**config.mk**
```make
export PLATFORM = sky130hd
export DESIGN_NAME = if_stage
export DESIGN_NICKNAME = d
export VERILOG_FILES = /design/src/rtl/if_stage.sv
export SDC_FILE = /design/constraint.sdc
export NUM_CORES = 1
export LEC_CHECK = 0
export CORE_ASPECT_RATIO = 0.6
export CORE_MARGIN = 4
export CORE_UTILIZATION = 65
export CTS_CLUSTER_DIAMETER = 120
export DETAILED_ROUTE_END_ITERATION = 12
export DONT_BUFFER_PORTS = 1
export PLACE_DENSITY = 0.92
export SYNTH_ARGS = -nofsm -noshare
export SYNTH_HDL_FRONTEND = slang
export SYNTH_SLANG_ARGS = --single-unit
```
**constraint.sdc**
```tcl
create_clock -name clk -period 4 [get_ports clk]
set_input_delay 0.8 -clock clk [delete_from_list [all_inputs] [get_ports clk]]
set_output_delay 0.8 -clock clk [all_outputs]
set_load 0.02 [all_outputs]
```
**src/rtl/if_stage.sv**
```systemverilog
// if_stage: MIPS instruction-fetch stage with PC, variable-latency imem handshake and IF/ID register.
// Define DELAY_SLOT_EN for branch-delay-slot redirect instead of flush/DROP.
module if_stage #(
  parameter logic [31:0] RESET_PC  = 32'h0000_3000,
  parameter logic [31:0] NOP_INSTR = 32'h0000_0000
) (
  input  logic        clk,
  input  logic        reset,
  input  logic        stall,
  input  logic        redirect,
  input  logic [31:0] redirect_pc,
  output logic        imem_req,
  output logic [31:0] imem_addr,
  input  logic        imem_valid,
  input  logic [31:0] imem_rdata,
  output logic [31:0] pc,
  output logic [31:0] pc_4,
  output logic [31:0] instruction,
  output logic        inst_valid
);
  localparam logic [1:0] BUSY = 2'd0, HOLD = 2'd1, DROP = 2'd2;
  logic [1:0]  state;
  logic [31:0] fetch_pc, hold_buf, seq_pc, next_pc, word;
  logic        just_reset, in_valid, deliver, flush;
`ifdef DELAY_SLOT_EN
  logic        pend_v;
  logic [31:0] pend_pc;
`endif
  assign imem_req  = state == BUSY;
  assign imem_addr = fetch_pc;
  always_comb begin
    // a valid straggling in from a pre-reset request must not be taken
    in_valid = imem_valid && !just_reset;
    seq_pc   = fetch_pc + 32'd4;
    word     = state == HOLD ? hold_buf : imem_rdata;
`ifdef DELAY_SLOT_EN
    flush    = 1'b0;
    next_pc  = redirect ? redirect_pc : pend_v ? pend_pc : seq_pc;
    deliver  = !stall && (state == HOLD || (state == BUSY && in_valid));
`else
    flush    = !stall && redirect;
    next_pc  = seq_pc;
    deliver  = !stall && !redirect && (state == HOLD || (state == BUSY && in_valid));
`endif
  end
  always_ff @(posedge clk) begin
    if (reset) begin
      state       <= BUSY;
      fetch_pc    <= RESET_PC;
      pc          <= 32'd0;
      pc_4        <= 32'd0;
      instruction <= NOP_INSTR;
      inst_valid  <= 1'b0;
      hold_buf    <= 32'd0;
      just_reset  <= 1'b1;
`ifdef DELAY_SLOT_EN
      pend_v      <= 1'b0;
      pend_pc     <= 32'd0;
`endif
    end else begin
      just_reset <= 1'b0;
      if (flush) begin
        fetch_pc    <= redirect_pc;
        pc          <= 32'd0;
        pc_4        <= 32'd0;
        instruction <= NOP_INSTR;
        inst_valid  <= 1'b0;
        state       <= (state != HOLD && !in_valid) ? DROP : BUSY;
      end else if (deliver) begin
        pc          <= fetch_pc;
        pc_4        <= seq_pc;
        instruction <= word;
        inst_valid  <= 1'b1;
        fetch_pc    <= next_pc;
        state       <= BUSY;
      end else begin
        if (!stall) inst_valid <= 1'b0;
        if (state == BUSY && stall && in_valid) begin
          hold_buf <= imem_rdata;
          state    <= HOLD;
        end
        if (state == DROP && in_valid) state <= BUSY;
      end
`ifdef DELAY_SLOT_EN
      if (deliver) pend_v <= 1'b0;
      else if (!stall && redirect) begin
        pend_v  <= 1'b1;
        pend_pc <= redirect_pc;
      end
`endif
    end
  end
endmodule

```
==> impl_metrics.tcl <==
set metrics [dict create \
    path_common_cell "nand3_1" \
    grt_pass1_wl_um 29300 \
    synth_mux_area_share_pct 4.65 \
    ys.flop_type "dfxtp_1" \
    r2r_setup_slack_ns 1.13 \
    status "finished clean" \
    final_cells 927 \
    yosys.area.top_type "dfxtp_1" \
    worstReg2RegEnd "imem_addr[28]" \
    portBuffers 0 \
    synth-xor-area-share_pct 6.36 \
    grt-ovfl-total 0 \
    maxCapViolCount 0 \
    die_area_mm2 0.0124 \
    tritoncts "built" \
    grt_max_degree 75 \
    slew_viol_final 0 \
    cts_resized 0 \
    synthTopCellsByCount "dfxtp_1, nand2_1, a21oi_1" \
    syn_avg_cell_area_um2 8.27 \
    diodes 0 \
    drt-initial-drc-count 558 \
    clock_latency_ns 0.41 \
    cts_root_buf "clkbuf_16" \
    syn_to_final_growth_pct 6.88 \
    cts_max_path_buffers 2 \
    reg2reg_depth 6 \
    netlist_top_cells_area "dfxtp_1, nand2_1, a21oi_1" \
    synth_edf_count 0 \
    arrival_ns 3.20 \
    synth_top_family_by_area "simple AND/OR/NAND/NOR gates" \
    cts.clk_slew.worst_paths_ns 0.06 \
    cp-end-kind "flop" \
    viasPerCell 6.28 \
    fin_tns_setup_ns 0 \
    core_mm2 0.0101 \
    ios 199 \
    criticalPathCategory "flop to flop" \
    seqCellArea_mm2 0.00324 \
    period_share_pct 71.8 \
    place_congestion 0.840 \
    grt_pass1_vias 5545 \
    htree_levels 4 \
    slew_headroom_pct 8.34 \
    fillers 700 \
    drcViolationCount 0 \
    worstHoldStart "reset" \
    ys_warn_count 0 \
    post_cts_buffers 0 \
    cts.sinks 162 \
    p_seq_share_pct 51.4 \
    wl_um 18500 \
    p_leak_uw 0.00259 \
    min_to "just_reset" \
    initial_utilization_pct 68.3 \
    clock.fmax_ghz 0.348 \
    dieWidth_um 141 \
    power.share.clock_pct 42.8 \
    switching_share_pct 26.7 \
    worst_pin_slew_ns 1.37 \
    dr.pass1.iters 5 \
    power_density_mw_per_mm2 474 \
    ant_nets 0 \
    internal-power_uw 2560 \
    required_ns 4.33 \
    hp-class "input pin to flop" \
    grt_util_all_layers_pct 29.6 \
    antenna_found_initial 0 \
    setup_viol 0 \
    critPathMaxFanout 7 \
    synth.cell_area_mm2 0.00689 \
    fin_nets 850 \
    switching_power_uw 931 \
    fin_util_pct 73.0 \
    dp.cells 896 \
    finalCriticalPeriod_ns 2.87 \
    die_h_um 87.8 \
    rows 28 \
    synth.top_cell.area_share_pct 47.1 \
    hold_buffers 0 \
    wl_per_cell_um 19.9 \
    vdd_drop_max_mv 0.391 \
    ys_seq_area_share_pct 47.1 \
    yosysUniqueCellTypes 40 \
    hold_viol 0 \
    yosysMostFrequentCell "dfxtp_1" \
    yosys.area_share.adder_pct 0.182 \
    syn_nets 903 \
    synth_compound_area_share_pct 16.3 \
    synth_cells 833 \
    fin_skew_ns 0.00927 \
    worstSetupStartpointType "flop" \
    rsz0062_at_grt "no" \
    vias 5825 \
    multi_input_area_mm2 0.00331 \
    crit_chain "ha_1 > nand3_1 > nor4_1 > nand3_1 > xor2_1 > a211oi_1" \
    cts_buffers 17 \
    crit_slowest_cell "nor4_1" \
    synthSimpleGateAreaFrac_pct 20.2 \
    synth-seq-cells 162 \
    regToRegStartpoint "imem_addr[2]" \
    synthArstFlopShare_pct 0 \
    dp_hpwl_um 12800 \
    drive_above_1_share_pct 6.82 \
    cpPeakStageDelay_ns 1.00 \
    hold_path_depth 0 \
    combPwrFrac_pct 5.8 \
]
state kept, by name, summed over array words and instances (netlist names):
register,cells
state,2
pc,32
instruction,32
hold_buf,32
imem_addr,32
just_reset,1
pc_4,30
inst_valid,1
worst max-delay path, delay by kind of cell, from the launching register on:
kind / cells / cell delay [ns]
adders and majority gates: 1 / 0.31
xor gates and xnor gates: 1 / 0.21
and+or+nand+nor: 3 / 1.44
AOI/OAI and AO/OA: 1 / 0.23
DFF: 1 / 0.61
cell usage in the layout, fill, tap and decap left out, types with 2 or more instances in the layout:
| master | count |
|---|---|
| and3_1 | 8 |
| xor2_1 | 29 |
| clkinv_4 | 3 |
| nor4_4 | 2 |
| nand2_1 | 160 |
| nand3_1 | 17 |
| nor2_1 | 87 |
| nor3_1 | 7 |
| a21oi_1 | 94 |
| inv_6 | 2 |
| a221oi_1 | 2 |
| o21ai_0 | 26 |
| inv_1 | 4 |
| dfxtp_1 | 162 |
| a211oi_1 | 59 |
| clkbuf_16 | 17 |
| a311oi_1 | 3 |
| mux2i_1 | 32 |
| xnor2_1 | 21 |
| o22ai_1 | 3 |
| nand4_1 | 13 |
| clkinvlp_4 | 6 |
| nand2b_2 | 3 |
| nor4_1 | 3 |
| nor3_2 | 2 |
| buf_4 | 8 |
| nor2b_1 | 2 |
power by group through the flow:
| stage | registers (uW) | clock network, uW | logic [uW] |
|---|---|---|---|
| after global placement | 1830 | 0 | 188 |
| after detailed placement | 1830 | 0 | 200 |
| after global routing | 1800 | 1570 | 228 |
| final | 1790 | 1490 | 202 |
| after floorplan | 1790 | 0 | 195 |
| after CTS | 1790 | 1500 | 201 |
cell type report:
| class | count | share of cell area, % |
|---|---|---|
| Tap cell | 135 | 2.29 |
| Timing Repair Buffer | 9 | 1.09 |
| Multi-Input combinational cell | 586 | 45.0 |
| Clock buffer | 18 | 5.96 |
| Inverter | 4 | 0.204 |
| Clock inverter | 13 | 1.43 |
| Sequential cell | 162 | 44.0 |
how the worst max path moves through the flow:
stage                       startpoint  cells after the start  slack (ns)            end
after detailed placement      redirect                      6        1.15   imem_addr[4]
after floorplan             imem_valid                      6        1.73         pc[23]
after global placement        redirect                      6        1.29   imem_addr[4]
after CTS                 imem_addr[2]                      6        1.25  imem_addr[20]
final                     imem_addr[2]                      6        1.13  imem_addr[28]
after global routing      imem_addr[2]                      6        0.93  imem_addr[20]
routing by layer:
| layer | GRT usage, % | vias to the layer above | routed length (um) |
|---|---|---|---|
| li1 | - | 2722 | - |
| met5 | 0 | - | 0 |
| met2 | 47.1 | 333 | 8420 |
| met3 | 11.0 | 44 | 2240 |
| met1 | 37.3 | 2726 | 7460 |
| met4 | 11.2 | 0 | 377 |
kinds of logic after synthesis:
| kind of cell | after synthesis |
|---|---|
| AND/OR/NAND/NOR | 313 |
| AO/OA/AOI/OAI | 190 |
| flip-flops | 162 |
| buffers and inverters | 85 |
| XOR/XNOR | 50 |
| multiplexers | 32 |
| adder cells (fa/ha/maj) | 1 |
through the flow:
step           worst slack [ns]  total power (uW)  cell area (um^2)  hold slack (ns)
2_1_floorplan              1.73              1980              6890            0.436
3_3_place_gp               1.29              2010              6820            0.435
3_5_place_dp               1.15              2030              6820            0.441
4_1_cts                    1.25              3500              7360            0.406
5_1_grt                   0.933              3600              7360            0.402
6_report                   1.13              3490              7360            0.421
Power figures use the tool's default switching activity.
